`config.mk`:
```
export PLATFORM = sky130hd
export DESIGN_NAME = bin_to_bcd_seq
export DESIGN_NICKNAME = d
export VERILOG_FILES = /design/src/rtl/bin_to_bcd_seq.sv
export SDC_FILE = /design/constraint.sdc
export NUM_CORES = 1
export LEC_CHECK = 0
export BUFFER_PORTS_ARGS = -buffer_cell sky130_fd_sc_hd__buf_2
export CELL_PAD_IN_SITES_DETAIL_PLACEMENT = 1
export CELL_PAD_IN_SITES_GLOBAL_PLACEMENT = 1
export CORE_UTILIZATION = 28
export CTS_CLUSTER_DIAMETER = 50
export DETAILED_ROUTE_END_ITERATION = 6
export HOLD_SLACK_MARGIN = 0.03
export PLACE_DENSITY_LB_ADDON = 0.05
export SLEW_MARGIN = 5
export SYNTH_ARGS = -nofsm -noshare
export SYNTH_HDL_FRONTEND = slang
export SYNTH_SLANG_ARGS = --single-unit
```
`constraint.sdc`:
```
create_clock -name clk -period 1.55 [get_ports clk]
set_input_delay 0.155 -clock clk [delete_from_list [all_inputs] [get_ports clk]]
set_output_delay 0.155 -clock clk [all_outputs]
set_load 0.03 [all_outputs]
```
`src/rtl/bin_to_bcd_seq.sv`:
```
// Sequential binary-to-BCD converter (shift-and-add-3), one input bit per clock.
// Optional leading-zero blanking mask enabled by defining BIN_TO_BCD_BLANK_EN.
module bin_to_bcd_seq #(
  parameter int unsigned WIDTH  = 16,
  parameter int unsigned DIGITS = 5
) (
  input  logic                  clk,
  input  logic                  reset,
  input  logic                  INIT,
  input  logic [WIDTH-1:0]      BIN_IN,
  output logic                  BUSY,
  output logic                  DONE,
  output logic [4*DIGITS-1:0]   BCD_OUT,
  output logic [DIGITS-1:0]     BLANK
);

  localparam int unsigned CW = $clog2(WIDTH + 1);

  typedef enum logic [1:0] {IDLE, SHIFT, FIN} state_t;

  state_t                state;
  logic [WIDTH-1:0]      bin_sr;
  logic [4*DIGITS-1:0]   bcd_sr;
  logic [CW-1:0]         cnt;
  logic [4*DIGITS-1:0]   bcd_corr;
  logic [4*DIGITS-1:0]   bcd_shift;
  logic [DIGITS-1:0]     blank_next;

  // Add-3 correction on every digit, then shift in the next binary MSB.
  always_comb begin
    bcd_corr = '0;
    for (int unsigned i = 0; i < DIGITS; i++) begin
      if (bcd_sr[4*i +: 4] >= 4'd5)
        bcd_corr[4*i +: 4] = bcd_sr[4*i +: 4] + 4'd3;
      else
        bcd_corr[4*i +: 4] = bcd_sr[4*i +: 4];
    end
    bcd_shift = {bcd_corr[4*DIGITS-2:0], bin_sr[WIDTH-1]};
  end

`ifdef BIN_TO_BCD_BLANK_EN
  // Digit i is blanked when it and every digit above it is zero; units never blank.
  always_comb begin
    logic all_zero;
    all_zero   = 1'b1;
    blank_next = '0;
    for (int unsigned i = DIGITS - 1; i >= 1; i--) begin
      all_zero      = all_zero & (bcd_shift[4*i +: 4] == 4'd0);
      blank_next[i] = all_zero;
    end
  end
`else
  always_comb begin
    blank_next = '0;
  end
`endif

  always_ff @(posedge clk or negedge reset) begin
    if (!reset) begin
      state   <= IDLE;
      bin_sr  <= '0;
      bcd_sr  <= '0;
      cnt     <= '0;
      BUSY    <= 1'b0;
      DONE    <= 1'b0;
      BCD_OUT <= '0;
      BLANK   <= '0;
    end else begin
      DONE <= 1'b0;
      case (state)
        IDLE: begin
          if (INIT) begin
            bin_sr <= BIN_IN;
            bcd_sr <= '0;
            cnt    <= CW'(WIDTH);
            BUSY   <= 1'b1;
            state  <= SHIFT;
          end
        end
        SHIFT: begin
          bcd_sr <= bcd_shift;
          bin_sr <= {bin_sr[WIDTH-2:0], 1'b0};
          cnt    <= cnt - 1'b1;
          if (cnt == CW'(1)) begin
            BCD_OUT <= bcd_shift;
            BLANK   <= blank_next;
            BUSY    <= 1'b0;
            DONE    <= 1'b1;
            state   <= FIN;
          end
        end
        FIN: begin
          state <= IDLE;
        end
        default: begin
          state <= IDLE;
          BUSY  <= 1'b0;
        end
      endcase
    end
  end

endmodule

```
======== After elaboration in Yosys (flattened, before gate mapping) ========
Index checks and enable logic that the tools add are counted.
word-level totals
  register bits ........................... 65
  latch bits .............................. 0
  memory bits (writable) .................. 0
  ROM bits ................................ 0
  bits of input ports ..................... 19
  word-level logic and storage cells ...... 49
  memories kept ........................... 0
cells by class
  $add $sub $neg .......................... 6
  $mul .................................... 0
  div/mod/pow operators ................... 0
  order comparisons ....................... 5
  equality and inequality tests ........... 5
  shift-type cells ........................ 0
  mux-type cells .......................... 19
  bitwise logic cells ..................... 1
  reductions and logical operators ........ 6
operator list
  kind                                                               count
  case mux 20 bit (2 select lines)                                   1
  case mux 16 bit (2 select lines)                                   1
  greater-or-equal comparator 4 x 3 -> 1 bit, second input constant  5
  2-to-1 mux 20 bit                                                  1
  adder 4 x 2 -> 4 bit, second input constant                        4
  2-to-1 mux 16 bit                                                  1
  2-to-1 mux 4 bit                                                   4
  case mux 5 bit (2 select lines)                                    1
  AND reduction 2 bit                                                3
  equality test 5 x 1 -> 1 bit, second input constant                1
  2-to-1 mux 5 bit                                                   1
  subtractor 5 x 1 -> 5 bit, second input constant                   1
  2-to-1 mux 1 bit                                                   4
  2-to-1 mux 2 bit                                                   2
  inequality test 2 bit, second input constant                       2
  case mux 2 bit (2 select lines)                                    1
  adder 3 x 2 -> 3 bit, second input constant                        1
  2-to-1 mux 3 bit                                                   1
  case mux 1 bit (3 select lines)                                    1
  AND reduction 3 bit                                                1
  equality test 2 x 1 -> 1 bit, second input constant                1
  equality test 2 bit, second input constant                         1
  zero test 2 bit                                                    1
  nonzero test 2 bit                                                 1
  inverter 1 bit                                                     1

======== Logic depth before layout (Yosys ltp) ========
Gate-level depths: netlist (run 1).
  depth in word-level cells ............... 3
  mapped depth ............................ 8

======== Worst setup path before layout (run 1) ========
Ideal clock, no wire load.
  kind .................................... register to register
  start ................................... register cnt[1]
  end ..................................... register BCD_OUT[10]
  library setup time ...................... 0.127 ns
  arrival ................................. 1.414 ns
  setup slack ............................. 0.009 ns
  stages on the path, launching flop included .. 8
  period minus slack after synthesis ...... 1.541 ns
  path through ............................ dfrtp_1 -> inv_1 -> ha_1 -> nor4b_4 -> nand2_1 -> inv_2 -> buf_6 -> mux2_1
on the way
  word-level cells in the longest chain between the ends .. 2
ends and longest elaborated chain
  what                                  RTL line  source
  start, declared                       24        logic [CW-1:0] cnt;
  start signal, assigned                75        cnt <= CW'(WIDTH);
  start signal, assigned                83        cnt <= cnt - 1'b1;
  equality test 5 x 1 -> 1 bit          84        if (cnt == CW'(1)) begin
  AND reduction 2 bit (no source line)  -
  end signal, assigned                  85        BCD_OUT <= bcd_shift;
  end, declared                         13        output logic [4*DIGITS-1:0] BCD_OUT,
No other way between the ends.
A chain may end at the register's enable or synchronous reset.

======== Worst setup path in the final report (run 1) ========
  start ................................... register cnt[1]
  end ..................................... register BCD_OUT[6]
Same word-level chain as after synthesis.

==> results of run 1 <==
state kept, by name, indices dropped and copies added, names as in the netlist:
signal and cells:
DONE 1, state 2, bin_sr 16, bcd_sr 20
BUSY 1, BCD_OUT 20, cnt 5
power breakdown:
group | internal, uW | switching, uW | total [uW]
registers | 2440 | 537 | 2980
clock network | 908 | 656 | 1560
logic | 1890 | 2310 | 4200
total | 5240 | 3500 | 8740
through the flow:
stage,std cells,total power [uW],setup WS (ns),hold WS [ns],area (um2)
4_1_cts,513,8770,-0.0604,0.0448,3970
5_1_grt,515,9480,-0.118,0.0738,4010
2_1_floorplan,299,5600,0.00859,-0.141,3150
3_5_place_dp,497,7110,-0.0543,0.147,3730
6_report,515,8740,-0.0341,0.0543,4010
3_3_place_gp,497,7050,-0.0302,0.141,3730
logic make-up (layout without fill, tap and decap cells):
group,after synthesis,count (layout),share of synthesized area
AO/OA/AOI/OAI,88,88,0.174
AND/OR/NAND/NOR,72,72,0.128
flip-flops,65,65,0.518
buffers and inverters,36,112,0.0618
multiplexers,15,15,0.0518
adder cells (fa/ha/maj),12,12,0.0478
XOR/XNOR,6,6,0.0167
other,1,5,0.00119
worst register-to-register path, cell delays in order (launching register included):
cell     delay, ns
dfrtp_1       0.39
inv_2         0.06
ha_1          0.13
nor4b_4       0.20
nand2_1       0.12
inv_2         0.08
buf_12        0.14
mux2_1        0.33
synthesized netlist by cell type (all sizes together):
| cell type | number | share of area |
|---|---|---|
| o21ai | 43 | 0.070 |
| nor4b | 2 | 0.012 |
| a21oi | 12 | 0.019 |
| buf | 15 | 0.037 |
| inv | 16 | 0.019 |
| conb | 1 | 0.0012 |
| o32ai | 1 | 0.0028 |
| or4 | 1 | 0.0036 |
| a22o | 11 | 0.031 |
| mux2i | 5 | 0.016 |
| ha | 12 | 0.048 |
| clkbuf | 5 | 0.0060 |
| dfrtp | 65 | 0.52 |
| o21bai | 1 | 0.0060 |
| nor3 | 5 | 0.0080 |
| xnor2 | 6 | 0.017 |
| nor3b | 4 | 0.0096 |
| a22oi | 15 | 0.036 |
| nor2b | 6 | 0.012 |
| nor2 | 6 | 0.0072 |
| nand2 | 34 | 0.041 |
| a31oi | 5 | 0.010 |
| mux2 | 10 | 0.036 |
| nand2b | 7 | 0.016 |
| or3b | 5 | 0.014 |
| nand3 | 2 | 0.0048 |
area by class of cell:
type                            instances  area (um2)  area share
Sequential cell                        65        1630       0.406
Multi-Input combinational cell        198        1370       0.342
Timing Repair Buffer                   81         561       0.140
Clock buffer                           13         179      0.0446
Tap cell                              140         175      0.0437
Inverter                               16        60.1      0.0150
Clock inverter                          2        35.0     0.00873
final timing paths:
check | slack [ns] | endpoint | from | cells past startpoint
worst max-delay path | -0.03 | BCD_OUT[6] | cnt[1] | 7
worst min-delay path | 0.05 | bin_sr[0] | BIN_IN[0] | 3
worst max register to register | -0.03 | BCD_OUT[6] | cnt[1] | 7
worst min register to register | 0.48 | BCD_OUT[12] | BCD_OUT[12] | 2
max in group asynchronous | 0.74 | bcd_sr[12] | reset | 3
min in group asynchronous | 0.29 | BCD_OUT[8] | reset | 2
repair_timing:
item,4_1_cts,5_1_grt
hold buffers,1,0
buffers inserted,0,2
pin swaps,0,7
endpoints found under the hold margin,15,0
resized for setup,4,10
setup endpoints to repair,13,22
routing by layer:
layer | track usage | part of all wire | up-vias
met5 | 0 | 0 | -
met2 | 0.233 | 0.45 | 41
met1 | 0.192 | 0.50 | 1175
li1 | - | - | 1174
met3 | 0.0327 | 0.031 | 12
met4 | 0.0763 | 0.021 | 0
==> impl_metrics.ini, run 1 <==
[timing]
slew_violations = 0
fin_crit_ns = 1.58
post-route-period-util = 1.02
setup_tns_ns = -0.221
max_clock_freq_ghz = 0.631
finalSetupViolCount = 9
rsz0062_at_grt = yes
final_hold_viol_count = 0
finalWorstSetupSlack_ns = -0.0341
clock_skew_ns = 0.00635

[place]
port_buffers = 40
place.gp.congestion = 0.711
hpwlAfterDp_um = 5340

[routing]
ant_nets = 0
via_per_inst = 4.66
drc = 0
vias = 2402
first_iter_violations = 54
firstDrtPassIters = 4
wl_per_cell_um = 14.9
wl_um = 7690

[yosys]
avgSynthCellArea_um2 = 10.6
syn_area_um2 = 3140
yosysSeqAreaShare = 0.518
ys_seq_elements = 65
ys_types = 35
synthCells = 295
synth_warnings = 0

[global_routing]
grt.overflow.total = 0
grt_pass1_vias = 2630
grt_pass1_wl_um = 13000
grt_util_all_layers = 0.149
grt_max_degree = 32
antenna_found_initial = 0

[cells_and_area]
fillers = 1238
diodes = 0
drive_gt1_frac = 0.328
mostFrequentLayoutCell = dfrtp_1
fin_util = 0.368
final_cell_mix = dfrtp_1, buf_2, buf_4
synthToLayoutAreaGrowth_pct = 27.8
layout.nets = 402

[setup_path]
crit_chain = inv_2, ha_1, nor4b_4, nand2_1, inv_2, buf_12, mux2_1
crit_top_cell = inv_2
end_kind = register
path_max_fanout = 14
path_class = register to register
startpoint_type = register
crit_arrival_ns = 1.81
critPathRequiredTime_ns = 1.78
path_delay_family = flip-flops
crit_path_top_delay_cell = dfrtp_1
cpPeakStageDelay_ns = 0.39
path_buf_inv = 3

[die]
start_util = 0.288
num_rows = 38
ios = 46
dieArea_um2 = 11600
coreArea_um2 = 10900
die_h_um = 108
die_w_um = 108

[cts]
cts_root_buf = clkbuf_8
cts_sinks = 65
clock_latency_ns = 0.35
h-tree-depth = 3
clk_pin_slew_worst_paths_ns = 0.07
clk_path_buf_depth = 2
cts_tree = done
cts-buffers-inserted = 9

[pwr]
peakVddDrop_v = 0.000541
powerDensity_nw_per_um2 = 2180
leakage_uw = 0.00188

[flow_run]
maxCapViolCount = 0

[status]
violations = negative setup slack
run_status = finished, violations left

[worst_hold_path]
hp-class = input pin to register
No activity file was read; power rests on OpenSTA's default activity.
==> inputs of run 2 (changes only) <==
SETUP_SLACK_MARGIN = 0.2   (was default)
==> impl_metrics.ini, run 2 (same netlist as run 1, synthesis figures left out) <==
[cts]
cts_root_buf = clkbuf_8
clock_latency_ns = 0.35
h-tree-depth = 3
clk_path_buf_depth = 2
cts_sinks = 65
cts_tree = done
clk_pin_slew_worst_paths_ns = 0.07
cts-buffers-inserted = 9

[setup_path]
crit_arrival_ns = 1.83
path_class = register to register
end_kind = register
startpoint_type = register
crit_path_top_delay_cell = dfrtp_1
path_max_fanout = 7
crit_chain = inv_2, ha_4, nor4b_4, nand2_2, inv_4, clkbuf_16, mux2_4
cpPeakStageDelay_ns = 0.39
critPathRequiredTime_ns = 1.78

[global_routing]
grt_pass1_vias = 2660
grt_pass1_wl_um = 13500
grt_max_degree = 66
antenna_found_initial = 0
grt.overflow.total = 0
grt_util_all_layers = 0.152

[cells_and_area]
fillers = 1196
layout.nets = 425
drive_gt1_frac = 0.594
multiInputGateArea_um2 = 1830
diodes = 0
mostFrequentLayoutCell = dfrtp_1
seq_area_um2 = 1630
synthToLayoutAreaGrowth_pct = 53.4
final_cell_mix = dfrtp_1, buf_2, buf_4
fin_util = 0.442
reg_top3 = BCD_OUT: 20 flops, bcd_sr: 20 flops, bin_sr: 16 flops

[status]
run_status = finished, violations left
violations = negative setup slack

[routing]
ant_nets = 0
firstDrtPassIters = 4
drc = 0
first_iter_violations = 41
wl_per_cell_um = 16.5
vias = 2566
wl_um = 8880
via_per_inst = 4.76

[die]
start_util = 0.288
num_rows = 38
die_h_um = 108
coreArea_um2 = 10900
die_w_um = 108
dieArea_um2 = 11600
ios = 46

[timing]
post-route-period-util = 1.03
final_hold_viol_count = 0
finalWorstSetupSlack_ns = -0.0507
finalSetupViolCount = 13
fin_crit_ns = 1.60
max_clock_freq_ghz = 0.625
rsz0062_at_grt = yes
setup_tns_ns = -0.442
slew_violations = 0
clock_skew_ns = 0.0105

[pwr]
peakVddDrop_v = 0.000698
powerDensity_nw_per_um2 = 2200
leakage_uw = 0.00217

[place]
hpwlAfterDp_um = 5000
place.gp.congestion = 0.686
port_buffers = 40

[worst_hold_path]
hp-class = input pin to register

[flow_run]
maxCapViolCount = 0
## run 2: cell type report
cell class,instances,area share
clock buffers,12,0.0343
clock inverters,4,0.0104
inverters,16,0.0130
multi-input cells,198,0.380
flip-flops and latches,65,0.338
well taps,140,0.0364
repair buffers,104,0.187
## run 2: what timing repair did
| action | 4_1_cts | 5_1_grt |
|---|---|---|
| gates cloned | 1 | 3 |
| hold buffers | 1 | 0 |
| setup endpoints to repair | 53 | 61 |
| endpoints found under the hold margin | 65 | 0 |
| buffers inserted | 16 | 13 |
| pin swaps | 23 | 34 |
| resized for setup | 70 | 110 |
## run 2: worst paths after layout
kind	cells after the start	slack, ns	from	endpoint
worst max-delay path	7	-0.05	cnt[1]	BCD_OUT[1]
worst min-delay path	3	0.05	BIN_IN[0]	bin_sr[0]
worst max register to register	7	-0.05	cnt[1]	BCD_OUT[1]
worst min register to register	2	0.49	BCD_OUT[4]	BCD_OUT[4]
max in group asynchronous	3	0.88	reset	state[1]
min in group asynchronous	3	0.36	reset	BCD_OUT[7]
## run 2: worst max-delay path: cells and delay by family, from the launching register on
| kind | cells | cell delay (ns) |
|---|---|---|
| flip-flops | 1 | 0.39 |
| buffers and inverters | 3 | 0.34 |
| AND/OR/NAND/NOR | 2 | 0.34 |
| multiplexers | 1 | 0.29 |
| adder cells (fa/ha/maj) | 1 | 0.12 |
## run 2: per-layer routing
layer / wire [um] / GRT usage / vias up
met4: 112 / 0.0528 / 0
met3: 234 / 0.0309 / 11
met5: 0 / 0 / -
met2: 4400 / 0.248 / 37
met1: 4130 / 0.200 / 1297
li1: - / - / 1221
## run 2: metrics by stage
step | worst slack [ns] | instance area (um2) | hold slack (ns) | power [uW] | instances
floorplan | 0.0102 | 3170 | -0.141 | 5660 | 299
global placement | -0.0301 | 3660 | 0.216 | 6890 | 489
detailed placement | -0.0788 | 3660 | 0.215 | 6960 | 489
CTS | -0.0419 | 4300 | 0.0457 | 9540 | 523
global route | -0.117 | 4810 | 0.0521 | 11400 | 539
finish | -0.0507 | 4810 | 0.0534 | 10600 | 539
## run 2: report_power, final
| group | switching (uW) | internal [uW] | total, uW |
|---|---|---|---|
| logic | 2950 | 2970 | 5920 |
| clock network | 681 | 872 | 1550 |
| registers | 697 | 2440 | 3140 |
| total | 4330 | 6280 | 10600 |
==> inputs of run 3 (changes only) <==
CORE_UTILIZATION = 30   (was 28)
==> impl_metrics.ini, run 3 (same netlist as run 1, synthesis figures left out) <==
[routing]
wl_um = 8530
drc = 0
vias = 2489
firstDrtPassIters = 4
first_iter_violations = 68
wl_per_cell_um = 16.4
via_per_inst = 4.78
ant_nets = 0

[die]
die_h_um = 104
ios = 46
coreArea_um2 = 9950
die_w_um = 104
dieArea_um2 = 10900
start_util = 0.315
num_rows = 36

[global_routing]
met1_usage = 0.205
grt_pass1_vias = 2594
grt_pass1_wl_um = 13200
grt_busiest_layer = met2
grt_max_degree = 43
antenna_found_initial = 0
use_met3 = 0.0451
grt.overflow.total = 0
grt_util_all_layers = 0.156
grtUsageMet2 = 0.243

[status]
run_status = finished, violations left
violations = negative setup slack

[pwr]
leakage_uw = 0.00204
p_total_uw = 10300
peakVddDrop_v = 0.000693
powerDensity_nw_per_um2 = 2250

[setup_path]
end_kind = register
r2r_start = cnt[1]
crit_arrival_ns = 1.83
crit_start = cnt[1]
path_class = register to register
path_max_fanout = 7
critPathRequiredTime_ns = 1.78
startpoint_type = register

[cells_and_area]
fillers = 1098
drive_gt1_frac = 0.490
reg_top3 = BCD_OUT: 20 flops, bcd_sr: 20 flops, bin_sr: 16 flops
mostFrequentLayoutCell = dfrtp_1
fin_util = 0.460
layout.nets = 414
post_layout_nonfiller_instances = 521
diodes = 0
synthToLayoutAreaGrowth_pct = 45.8
final_cell_mix = dfrtp_1, buf_2, buf_4

[timing]
max_clock_freq_ghz = 0.625
setup_tns_ns = -0.282
final_hold_viol_count = 0
slew_violations = 0
clock_skew_ns = 0.00893
finalSetupViolCount = 11
rsz0062_at_grt = yes
post-route-period-util = 1.03
fin_crit_ns = 1.60
finalWorstSetupSlack_ns = -0.0489

[cts]
clock_latency_ns = 0.35
cts_sinks = 65
cts-buffers-inserted = 9
h-tree-depth = 3
cts_tree = done
cts_root_buf = clkbuf_8
clk_pin_slew_worst_paths_ns = 0.08
clk_path_buf_depth = 2

[worst_hold_path]
hp-start = BIN_IN[0]
hp-class = input pin to register

[place]
hpwlAfterDp_um = 5070
port_buffers = 40
place.gp.congestion = 0.745
placed_cells = 480

[flow_run]
maxCapViolCount = 0
run 3: changes by cell type in the layout (fill, tap and decap cells not counted), sizes merged:
| cell | before | now |
|---|---|---|
| buf | 100 | 89 |
| clkbuf | 15 | 12 |
| bufinv | 1 | 2 |
| clkinv | 1 | 2 |
| inv | 16 | 17 |
run 3: worst max-delay path: stages, from the launching register on:
cell and delay, ns:
dfrtp_1 0.39, inv_2 0.08, ha_4 0.12, nor4b_4 0.23, nand2_2 0.11, inv_4 0.10
clkbuf_16 0.16, mux2_4 0.30
run 3: metal layers:
metal / wire length, um / up-vias / part of all wire
met5: 0 / - / 0
met4: 82 / 0 / 0.0096
met3: 290 / 9 / 0.034
met2: 4100 / 43 / 0.48
met1: 4050 / 1239 / 0.48
li1: - / 1198 / -
run 3: path summary, 6_finish.rpt:
check | to | slack [ns] | depth (start not counted)
worst max-delay path | BCD_OUT[10] | -0.05 | 7
worst min-delay path | bin_sr[0] | 0.06 | 3
worst max register to register | BCD_OUT[10] | -0.05 | 7
worst min register to register | bin_sr[5] | 0.49 | 2
max in group asynchronous | bcd_sr[12] | 0.96 | 3
min in group asynchronous | bcd_sr[6] | 0.34 | 3
run 3: what timing repair did:
action	CTS	global route
hold buffers	1	0
endpoints found under the setup margin	47	47
pin swaps	17	11
hold endpoints to repair	65	0
gates resized for setup	43	64
gates cloned	0	3
setup buffers	12	9
run 3: layout make-up:
cell class              instances  area [um2]  share of cell area
clock buffers                   9         124              0.0271
clock inverters                 7         104              0.0227
inverters                      16        62.6              0.0137
multi-input cells             198        1760               0.384
flip-flops and latches         65        1630               0.356
well taps                     133         166              0.0364
repair buffers                 93         733               0.160
run 3: through the flow:
| step | cell area [um2] | setup WS [ns] | hold WS, ns |
|---|---|---|---|
| 2_1_floorplan | 3170 | 0.0102 | -0.141 |
| 3_3_place_gp | 3670 | -0.00220 | 0.159 |
| 3_5_place_dp | 3670 | -0.0455 | 0.160 |
| 4_1_cts | 4170 | -0.0553 | 0.0405 |
| 5_1_grt | 4580 | -0.119 | 0.0679 |
| 6_report | 4580 | -0.0489 | 0.0576 |
run 3: report_power, final:
group          switching (uW)  total (uW)  internal (uW)
logic                    2780        5500           2720
registers                 675        3110           2440
clock network             743        1660            921
total                    4200       10300           6080
